### config.mk
export PLATFORM = sky130hd
export DESIGN_NAME = change_logger
export DESIGN_NICKNAME = d
export VERILOG_FILES = /design/src/rtl/change_logger_pkg.sv /design/src/rtl/log_fifo.sv /design/src/rtl/change_logger.sv
export SDC_FILE = /design/constraint.sdc
export NUM_CORES = 1
export LEC_CHECK = 0
export CORE_ASPECT_RATIO = 1.75
export CORE_UTILIZATION = 60
export DETAILED_ROUTE_END_ITERATION = 16
export GPL_ROUTABILITY_DRIVEN = 0
export PLACE_DENSITY = 0.8
export SLEW_MARGIN = 40
export SYNTH_ARGS = -nofsm -noshare
export SYNTH_HDL_FRONTEND = slang
export SYNTH_SLANG_ARGS = --single-unit
### constraint.sdc
create_clock -name clk -period 3.6 [get_ports clk]
set_input_delay 0.36 -clock clk [delete_from_list [all_inputs] [get_ports clk]]
set_output_delay 0.36 -clock clk [all_outputs]
set_load 0.02 [all_outputs]
### src/rtl/change_logger_pkg.sv
// rtl/change_logger_pkg.sv - default sizes and entry type for the change logger
package change_logger_pkg;
  localparam int DW_DEF    = 3;
  localparam int TSW_DEF   = 16;
  localparam int DEPTH_DEF = 8;
  localparam int EW_DEF    = TSW_DEF + 2 * DW_DEF;

  // {ts, a1, a2}: timestamp in the MSBs, a2 in the LSBs
  typedef logic [EW_DEF-1:0] entry_t;
endpackage

### src/rtl/log_fifo.sv
// rtl/log_fifo.sv - synchronous log FIFO; a push into a full FIFO is accepted only alongside a pop
module log_fifo #(
  parameter int W     = 8,
  parameter int DEPTH = 8
) (
  input  logic                     clk,
  input  logic                     rst_n,
  input  logic                     push,
  input  logic [W-1:0]             push_data,
  input  logic                     pop,
  output logic [W-1:0]             pop_data,
  output logic                     full,
  output logic                     empty,
  output logic [$clog2(DEPTH):0]   level
);
  localparam int AW = $clog2(DEPTH);

  logic [W-1:0]  mem [DEPTH];
  logic [AW-1:0] wr_ptr;
  logic [AW-1:0] rd_ptr;
  logic          push_ok;
  logic          pop_ok;

  assign empty   = (level == '0);
  assign full    = (level == (AW+1)'(DEPTH));
  assign pop_ok  = pop && !empty;
  assign push_ok = push && (!full || pop_ok);
  // Storage is not reset, so the output is masked to zero while nothing is queued
  assign pop_data = empty ? '0 : mem[rd_ptr];

  always_ff @(posedge clk) begin
    if (push_ok) mem[wr_ptr] <= push_data;
  end

  always_ff @(posedge clk or negedge rst_n) begin
    if (!rst_n) begin
      wr_ptr <= '0;
      rd_ptr <= '0;
      level  <= '0;
    end else begin
      if (push_ok) wr_ptr <= wr_ptr + 1'b1;
      if (pop_ok)  rd_ptr <= rd_ptr + 1'b1;
      case ({push_ok, pop_ok})
        2'b10:   level <= level + 1'b1;
        2'b01:   level <= level - 1'b1;
        default: level <= level;
      endcase
    end
  end
endmodule

### src/rtl/change_logger.sv
// rtl/change_logger.sv - timestamped change logger for two observed signals
// Optional drop counter output enabled by CHANGE_LOGGER_DROP_CNT_EN.
module change_logger
  import change_logger_pkg::*;
#(
  parameter int DW    = DW_DEF,
  parameter int TSW   = TSW_DEF,
  parameter int DEPTH = DEPTH_DEF
) (
  input  logic                     clk,
  input  logic                     rst_n,
  input  logic [DW-1:0]            a1_i,
  input  logic [DW-1:0]            a2_i,
  output logic                     rd_valid,
  input  logic                     rd_ready,
  output logic [TSW+2*DW-1:0]      rd_data,
  output logic [$clog2(DEPTH):0]   level,
  output logic                     ovf,
  input  logic                     ovf_clr
`ifdef CHANGE_LOGGER_DROP_CNT_EN
  ,
  output logic [7:0]               drop_cnt
`endif
);
  localparam int EW = TSW + 2 * DW;

  logic [TSW-1:0] ts_cnt;
  logic [TSW-1:0] s_ts;
  logic [DW-1:0]  s1, s2, p1, p2;
  logic           armed;
  logic           prime;
  logic           change;
  logic           full;
  logic           empty;
  logic           drop;

  // prime marks the cycle in which s1/s2 hold the first sample after reset
  always_ff @(posedge clk or negedge rst_n) begin
    if (!rst_n) begin
      ts_cnt <= '0;
      s_ts   <= '0;
      s1     <= '0;
      s2     <= '0;
      p1     <= '0;
      p2     <= '0;
      armed  <= 1'b1;
      prime  <= 1'b0;
    end else begin
      ts_cnt <= ts_cnt + 1'b1;
      s_ts   <= ts_cnt;
      s1     <= a1_i;
      s2     <= a2_i;
      p1     <= s1;
      p2     <= s2;
      armed  <= 1'b0;
      prime  <= armed;
    end
  end

  assign change   = prime || ({s1, s2} != {p1, p2});
  assign drop     = change && full && !rd_ready;
  assign rd_valid = !empty;

  always_ff @(posedge clk or negedge rst_n) begin
    if (!rst_n)       ovf <= 1'b0;
    else if (drop)    ovf <= 1'b1;
    else if (ovf_clr) ovf <= 1'b0;
  end

`ifdef CHANGE_LOGGER_DROP_CNT_EN
  always_ff @(posedge clk or negedge rst_n) begin
    if (!rst_n) begin
      drop_cnt <= '0;
    end else if (drop) begin
      if (drop_cnt != 8'hff) drop_cnt <= drop_cnt + 1'b1;
    end else if (ovf_clr) begin
      drop_cnt <= '0;
    end
  end
`endif

  log_fifo #(
    .W     (EW),
    .DEPTH (DEPTH)
  ) u_fifo (
    .clk       (clk),
    .rst_n     (rst_n),
    .push      (change),
    .push_data ({s_ts, s1, s2}),
    .pop       (rd_ready),
    .pop_data  (rd_data),
    .full      (full),
    .empty     (empty),
    .level     (level)
  );
endmodule

==> results_dict.tcl, run 1 <==
set metrics [dict create \
    synth_top_cell_area_share 0.600 \
    synth-seq-cells 233 \
    setup_violations 0 \
    core_area_mm2 0.0144 \
    async_flop_share 0.245 \
    cp-end-kind "output pin" \
    remaining_drc_errors 0 \
    highest_layer "met4" \
    synth_commonest_cells "edfxtp_1 (176), dfrtp_1 (56), mux4_2 (44)" \
    setup.worst_path.class "reg2out" \
    ys.flop_type "edfxtp_1" \
    max_freq_mhz 342 \
    yosysSeqAreaShare 0.762 \
    syn_nets 450 \
    p_leak_nw 3.66 \
    worstMarginPinSlew_ns 0.634 \
    worstSetupStartpointType "flop" \
    path_cells "buf_12 > mux4_2 > mux2i_1 > nor2_1 > clkdlybuf4s50_1" \
    timing.critical_path.arrival_ns 2.56 \
    startpoint "u_fifo.rd_ptr[0]" \
    synth_cells 434 \
    via_count 4135 \
    hp-class "in2reg" \
    crit_family "buffers and inverters" \
    grt_usage 0.228 \
    post-cts-setup-buffers 0 \
    p_per_area_mw_per_mm2 872 \
    synth.most_common_cell "edfxtp_1" \
    grt_pass1_wl_um 24800 \
    clock-sinks 233 \
    rsz0062_at_grt "no" \
    die_w_um 93.6 \
    tns_ns 0 \
    path_clk_slew_ns 0.06 \
    port-buffer-count 37 \
    finalHoldViolCount 0 \
    cts_tree "yes" \
    min_period_over_period 0.812 \
    grt_overflow 0 \
    dp.final_hpwl_um 9840 \
    wl_per_cell_um 23.4 \
    rows 58 \
    cts_resized 0 \
    r2r-start "s1[2]" \
    hp-start "a2_i[0]" \
    yosys_warnings 0 \
    n_fill_cell 858 \
    slew_viol_final 0 \
    antenna_found_initial 0 \
    final_nets 513 \
    ir_worst_vdd_uv 732 \
    drt_iter0_drc 206 \
    slowest_stage "mux4_2" \
    syn-mean-instance-area_um2 20.3 \
    clk_latency_ns 0.49 \
    wl_met3_um 701 \
    routed_wl_um 16100 \
    vias_per_cell 5.98 \
    syn_area_mm2 0.00880 \
    synth_area_leaders "edfxtp_1 (60%), dfrtp_1 (16%), mux4_2 (11%)" \
    cap_viol_max_count 0 \
    syn2layout_area_growth_pct 16.4 \
    fin_skew_ns 0.00758 \
    p_total_mw 8.94 \
    synth_edf_count 176 \
    required_ns 3.24 \
    clockBufferDepth 3 \
    wl_met1_um 5770 \
    wl_met2_um 9240 \
    synth_cell_types 36 \
    fin_util 0.713 \
    crit_buf_inv 2 \
    dr.pass1.iters 4 \
    die-height_um 162 \
    ant_nets 0 \
    dieArea_mm2 0.0152 \
    cp_max_fo 34 \
    layout-drive-gt1-share 0.223 \
    critPathMaxStageDelay_ns 0.60 \
    root_buffer "clkbuf_16" \
    grt_max_degree 46 \
    initial_core_util 0.613 \
    status "completed" \
    cts_buffers 20 \
    n_antenna_cell 0 \
    h-tree-depth 1 \
    period_minus_slack_ns 2.92 \
    relSlewSlack 0.577 \
    ios 38 \
    grt_pass1_vias 4518 \
    yosysTopAreaCell "edfxtp_1" \
]
==> worst reg2reg max path, stage by stage (launching register included) <==
cell and delay [ns]:
dfrtp_1 0.53, xor2_1 0.28, nor4_4 0.11, a21boi_2 0.33
nand2_1 0.22, nor2_2 0.55, buf_4 0.33
==> repair_timing <==
item | 4_1_cts | 5_1_grt
setup endpoints to repair | 0 | 0
endpoints found under the hold margin | 44 | 0
hold buffers | 1 | 0
==> power by group <==
group / internal (mW) / switching, mW / total (mW)
Clock: 1.32 / 0.879 / 2.20
Sequential: 3.51 / 0.258 / 3.77
Combinational: 1.40 / 1.57 / 2.97
==> stage by stage <==
step | hold slack [ns] | std cells | cell area (um^2) | setup slack, ns
after floorplan | 0.0644 | 434 | 8800 | 0.265
after global placement | 0.381 | 654 | 9540 | 0.879
after detailed placement | 0.385 | 654 | 9550 | 0.775
after CTS | 0.298 | 691 | 10200 | 0.643
after global routing | 0.313 | 691 | 10200 | 0.594
final | 0.305 | 691 | 10200 | 0.678
==> cell usage in the layout, fill, tap and decap left out, types with 4 or more instances in the layout <==
| cell | count |
|---|---|
| edfxtp_1 | 176 |
| dfrtp_1 | 54 |
| mux4_2 | 44 |
| clkdlybuf4s50_1 | 36 |
| nor2_1 | 25 |
| mux2i_1 | 23 |
| clkbuf_16 | 21 |
| buf_4 | 17 |
| xnor2_1 | 16 |
| nand2_1 | 15 |
| xor2_1 | 11 |
| clkbuf_1 | 7 |
| inv_1 | 5 |
| nand3_1 | 5 |
| ha_1 | 5 |
| clkbuf_8 | 5 |
| nor3b_2 | 4 |
==> metal layers <==
metal / up-vias / GRT usage
met5: - / 0
met4: 0 / 0.0867
met3: 36 / 0.0304
met2: 132 / 0.417
met1: 2161 / 0.270
li1: 1806 / -
==> cells by family after synthesis <==
logic type      Yosys count  share of synthesized area
flops                   233                      0.762
mux                      69                      0.142
simple gates             69                     0.0419
xor+xnor                 27                     0.0269
buf+inv                  23                     0.0108
fa+ha+maj                 6                    0.00938
compound gates            6                    0.00654
other cells               1                   0.000426
==> final cells by class <==
cell class / instances / area (um^2) / share of cell area
sequential: 233 / 6720 / 0.655
multi-input combinational: 178 / 2030 / 0.198
clock buffer: 33 / 621 / 0.0606
inverter: 7 / 26.3 / 0.00256
timing repair buffer: 57 / 558 / 0.0545
clock inverter: 3 / 68.8 / 0.00672
tap: 180 / 225 / 0.0220
==> sequential cells by signal (all words and copies together) (netlist names), 3 cells and up <==
signal	count
s1	3
ts_cnt	16
u_fifo.rd_ptr	3
p1	3
s_ts	16
u_fifo.level	4
p2	3
u_fifo.mem	176
u_fifo.wr_ptr	3
s2	3
==> path summary, 6_finish.rpt <==
kind / end / slack, ns / depth (start not counted)
setup reg to reg: u_fifo.mem[7][7] / 0.93 / 6
hold / removal: s2[0] / 0.30 / 1
max in group asynchronous: armed / 2.51 / 3
setup / recovery: rd_data[15] / 0.68 / 5
hold reg to reg: prime / 0.39 / 0
min in group asynchronous: u_fifo.level[0] / 0.42 / 2
(Power assumes the default switching activity.)
==> run 2: changes to the inputs <==
==> constraint.sdc (replaced) <==
create_clock -name clk -period 2.7 [get_ports clk]
set_input_delay 0.27 -clock clk [delete_from_list [all_inputs] [get_ports clk]]
set_output_delay 0.27 -clock clk [all_outputs]
set_load 0.02 [all_outputs]
==> run 2 against run 1 <==
Clock skew is 0.016 ns higher. Worst hold slack lost 0.077 ns. Register-to-register slack worse by 0.74 ns. Die area is the same. Worst setup slack got worse by 0.51 ns. Sequential share of layout area decreased by 0.096 points. First-iteration DRC count grew 63%. Largest cell class unchanged. Largest power group unchanged. Highest routed layer unchanged.
==> results_dict.tcl, run 2 (synthesis results as in run 1) <==
set metrics [dict create \
    period_minus_slack_ns 2.53 \
    n_antenna_cell 0 \
    min_period_over_period 0.939 \
    p_comb_frac 0.335 \
    ios 38 \
    required_ns 2.43 \
    place_inst 661 \
    final_nets 520 \
    via_count 4146 \
    fin_area_mm2 0.0103 \
    critPathMaxStageDelay_ns 0.54 \
    core_area_mm2 0.0144 \
    ant_nets 0 \
    slew_viol_final 0 \
    grt_overflow 0 \
    grt_pass1_vias 4630 \
    dieArea_mm2 0.0152 \
    cp_max_fo 24 \
    p_per_area_mw_per_mm2 1130 \
    pwr-share-clk 0.239 \
    p_leak_nw 3.71 \
    dp.final_hpwl_um 10100 \
    path_clk_slew_ns 0.07 \
    port-buffer-count 37 \
    cts_buffers 20 \
    fin_util 0.714 \
    pre_cts_ws_ns 0.257 \
    fin_skew_ns 0.0238 \
    vias_per_cell 5.94 \
    die-height_um 162 \
    layout_commonest_cell "edfxtp_1" \
    power_frac_seq 0.426 \
    largest_reg_flops 176 \
    initial_core_util 0.613 \
    fin_ws_ns 0.165 \
    dr.pass1.iters 4 \
    path_cells "buf_12 > mux4_2 > mux2i_1 > nor2_1 > dlygate4sd2_1" \
    antenna_found_initial 0 \
    slowest_stage "mux4_2" \
    clockBufferDepth 3 \
    timing.critical_path.arrival_ns 2.26 \
    worstSetupStartpointType "flop" \
    swShare 0.316 \
    tns_ns 0 \
    worstRegToRegCells 10 \
    rows 58 \
    wl_per_cell_um 23.7 \
    max_freq_mhz 395 \
    layout-drive-gt1-share 0.236 \
    grt_usage 0.239 \
    grt_max_degree 29 \
    clock-sinks 233 \
    remaining_drc_errors 0 \
    die_w_um 93.6 \
    h-tree-depth 1 \
    rsz0062_at_grt "no" \
    stdcell_count 698 \
    drt_iter0_drc 336 \
    cap_viol_max_count 0 \
    status "completed" \
    p_sw_mw 3.67 \
    r2r-start "s2[1]" \
    cts_tree "yes" \
    top_register "u_fifo.mem" \
    setup_violations 0 \
    grt_pass1_wl_um 25900 \
    ir_worst_vdd_uv 785 \
    routed_wl_um 16500 \
    cp-end-kind "output pin" \
    root_buffer "clkbuf_16" \
    syn2layout_area_growth_pct 16.5 \
    clk_latency_ns 0.51 \
    layout_common_cells "edfxtp_1 (176), dfrtp_1 (54), mux4_2 (44)" \
    startpoint "u_fifo.rd_ptr[0]" \
    p_int_mw 7.97 \
    post_dp_cell_area_mm2 0.00963 \
    setup.worst_path.class "reg2out" \
    top_regs "u_fifo.mem (176), s_ts (16), ts_cnt (16)" \
    hp-class "in2async" \
    finalHoldViolCount 0 \
]
-- run 2: final cells by class --
cell class,instances,area [um^2]
inverters,7,26.3
fillers,870,4110
flip-flops and latches,233,6720
repair buffers,64,618
clock buffers,28,561
well taps,180,225
multi-input cells,178,2030
clock inverters,8,83.8
-- run 2: final timing paths --
| path | end | slack, ns |
|---|---|---|
| min in group clk | s2[0] | 0.23 |
| max in group asynchronous | armed | 1.71 |
| setup / recovery | rd_data[11] | 0.17 |
| setup reg to reg | u_fifo.level[3] | 0.19 |
| hold / removal | s2[2] | 0.23 |
| hold reg to reg | prime | 0.39 |
-- run 2: metal layers --
layer	up-vias	track usage	part of all wire
met5	-	0	0
met4	0	0.119	0.033
met3	39	0.0286	0.035
met2	117	0.431	0.56
met1	2170	0.278	0.37
li1	1820	-	-
-- run 2: what timing repair did --
item,4_1_cts,5_1_grt
resized for setup,22,0
endpoints found under the setup margin,22,0
hold endpoints to repair,14,0
setup buffers,0,0
hold buffers,1,0
-- run 2: stage by stage --
stage | power, mW | hold slack, ns
4_1_cts | 11.8 | 0.212
2_1_floorplan | 7.45 | -0.0256
3_3_place_gp | 9.07 | 0.213
3_5_place_dp | 9.20 | 0.212
6_report | 11.6 | 0.228
5_1_grt | 12.1 | 0.215
-- run 2: critical path: cells and delay by family, from the launching register on --
family | cells | cell delay [ns]
flops | 1 | 0.41
simple gates | 1 | 0.06
buf+inv | 2 | 0.57
mux | 2 | 0.73
-- run 2: power by group through the flow --
| stage | clock [mW] | combinational, mW | sequential, mW |
|---|---|---|---|
| 3_3_place_gp | 0 | 4.11 | 4.96 |
| 5_1_grt | 2.94 | 4.18 | 5.02 |
| 2_1_floorplan | 0 | 2.48 | 4.97 |
| 3_5_place_dp | 0 | 4.17 | 5.03 |
| 4_1_cts | 2.83 | 3.99 | 4.96 |
| 6_report | 2.78 | 3.90 | 4.96 |
==> run 3: changes to the inputs <==
--- a/config.mk
+++ b/config.mk
@@ -6,10 +6,10 @@
 export NUM_CORES = 1
 export LEC_CHECK = 0
 export CORE_ASPECT_RATIO = 1.75
-export CORE_UTILIZATION = 60
+export CORE_UTILIZATION = 64
 export DETAILED_ROUTE_END_ITERATION = 16
 export GPL_ROUTABILITY_DRIVEN = 0
-export PLACE_DENSITY = 0.8
+export PLACE_DENSITY = 0.85
 export SLEW_MARGIN = 40
 export SYNTH_ARGS = -nofsm -noshare
 export SYNTH_HDL_FRONTEND = slang
==> constraint.sdc (replaced) <==
create_clock -name clk -period 3.09 [get_ports clk]
set_input_delay 0.309 -clock clk [delete_from_list [all_inputs] [get_ports clk]]
set_output_delay 0.309 -clock clk [all_outputs]
set_load 0.02 [all_outputs]
==> run 3 against run 2 <==
Non-clock buffer count shrank 11. Global-route usage is essentially flat. Sequential share of layout area grew 0.53 points. Cell count shrank 2.7%. Utilization grew 4.6 points. Worst setup slack gained 0.029 ns. Design area shrank 0.80%. Die area shrank 6.1%. Total power shrank 13%.
==> results_dict.tcl, run 3 (synthesis results as in run 1) <==
set metrics [dict create \
    drt_iter0_drc 283 \
    ant_nets 0 \
    critPathMaxStageDelay_ns 0.55 \
    ir_worst_vdd_uv 677 \
    pwr-share-clk 0.230 \
    status "completed" \
    top_register "u_fifo.mem" \
    place_inst 644 \
    initial_core_util 0.658 \
    wl_per_cell_um 23.2 \
    p_comb_frac 0.340 \
    slowest_stage "mux4_2" \
    dr.pass1.iters 4 \
    stdcell_count 679 \
    p_leak_nw 3.62 \
    fin_ws_ns 0.194 \
    grt_pass1_wl_um 24600 \
    pre_cts_ws_ns 0.490 \
    p_total_mw 10.2 \
    swShare 0.308 \
    rows 56 \
    fin_area_mm2 0.0102 \
    rsz0062_at_grt "no" \
    grt_usage 0.239 \
    via_count 4081 \
    timing.critical_path.arrival_ns 2.59 \
    vias_per_cell 6.01 \
    p_per_area_mw_per_mm2 998 \
    clockBufferDepth 3 \
    max_freq_mhz 345 \
    post_dp_cell_area_mm2 0.00954 \
    reg2reg_slack_ns 0.54 \
    min_period_over_period 0.937 \
    worstMarginPinSlew_ns 0.635 \
    worstSetupStartpointType "flop" \
    cts_tree "yes" \
    layout-drive-gt1-share 0.222 \
    hp-class "in2reg" \
    slew_viol_final 0 \
    cp-end-kind "output pin" \
    period_minus_slack_ns 2.90 \
    antenna_found_initial 0 \
    dieArea_mm2 0.0142 \
    die_w_um 90.7 \
    root_buffer "clkbuf_16" \
    h-tree-depth 1 \
    fin_skew_ns 0.00966 \
    port-buffer-count 37 \
    hold_ws_ns 0.259 \
    ios 38 \
    fin_util 0.761 \
    relSlewSlack 0.574 \
    power_frac_seq 0.430 \
    dp.final_hpwl_um 9120 \
    routed_wl_um 15800 \
    p_sw_mw 3.13 \
    layout_common_cells "edfxtp_1 (176), dfrtp_1 (54), mux4_2 (44)" \
    grt_max_degree 58 \
    clk_latency_ns 0.49 \
    grt_overflow 0 \
    finalHoldViolCount 0 \
    tns_ns 0 \
    cts_buffers 19 \
    top_regs "u_fifo.mem (176), s_ts (16), ts_cnt (16)" \
    setup_violations 0 \
    clock-sinks 233 \
    layout_commonest_cell "edfxtp_1" \
    cp_max_fo 36 \
    n_antenna_cell 0 \
    path_cells "buf_12 > mux4_2 > mux2i_1 > nor2_1 > clkdlybuf4s50_1" \
    path_clk_slew_ns 0.07 \
    final_nets 508 \
    required_ns 2.78 \
    cap_viol_max_count 0 \
    remaining_drc_errors 0 \
    largest_reg_flops 176 \
    grt_pass1_vias 4375 \
    core_area_mm2 0.0134 \
    crit_buf_inv 2 \
    p_int_mw 7.03 \
    syn2layout_area_growth_pct 15.6 \
    crit_family "buffers and inverters" \
    setup.worst_path.class "reg2out" \
    die-height_um 157 \
]
[run 3: cell count changes in the layout (fill, tap and decap cells not counted), moves of 2 or more]
cell and delta:
clkbuf_8 +2, clkdlybuf4s50_1 +22, dlygate4sd2_1 -22, clkbuf_1 -4, buf_4 -12
[run 3: power by group through the flow]
stage          Clock, mW  Sequential, mW  Combinational (mW)
3_5_place_dp           0            4.42                3.48
3_3_place_gp           0            4.36                3.42
4_1_cts             2.38            4.37                3.52
2_1_floorplan          0            4.35                2.16
6_report            2.34            4.36                3.46
5_1_grt             2.50            4.41                3.70
[run 3: cell type report]
class | instances | area [um^2]
multi-input cells | 178 | 2030
inverters | 7 | 26.3
flip-flops and latches | 233 | 6720
well taps | 174 | 218
repair buffers | 53 | 567
clock inverters | 8 | 47.5
fillers | 722 | 3200
clock buffers | 26 | 573
[run 3: worst register-to-register path: stages, from the launching register on]
cell and delay, ns:
dfrtp_1 0.55, xor2_1 0.28, nor4_4 0.09, a21boi_2 0.32, nand2b_1 0.22, nor3_2 0.53, buf_12 0.26
[run 3: routing by layer]
metal / wire (um) / GRT usage
met1: 5780 / 0.293
met2: 8920 / 0.430
met3: 676 / 0.0300
met4: 400 / 0.101
met5: 0 / 0
[run 3: final timing paths]
| path | from | to | depth (start not counted) |
|---|---|---|---|
| max | u_fifo.rd_ptr[0] | rd_data[13] | 5 |
| min | a2_i[2] | s2[2] | 1 |
| max reg2reg | s2[2] | u_fifo.mem[0][15] | 6 |
| min reg2reg | armed | prime | 0 |
| max in group asynchronous | rst_n | u_fifo.rd_ptr[1] | 3 |
| min in group asynchronous | rst_n | u_fifo.level[2] | 3 |
[run 3: repair_timing]
action | CTS | global route
hold endpoints to repair | 19 | 0
endpoints found under the setup margin | 0 | 0
resized for setup | 0 | 0
hold buffers | 1 | 0
buffers inserted | 0 | 0
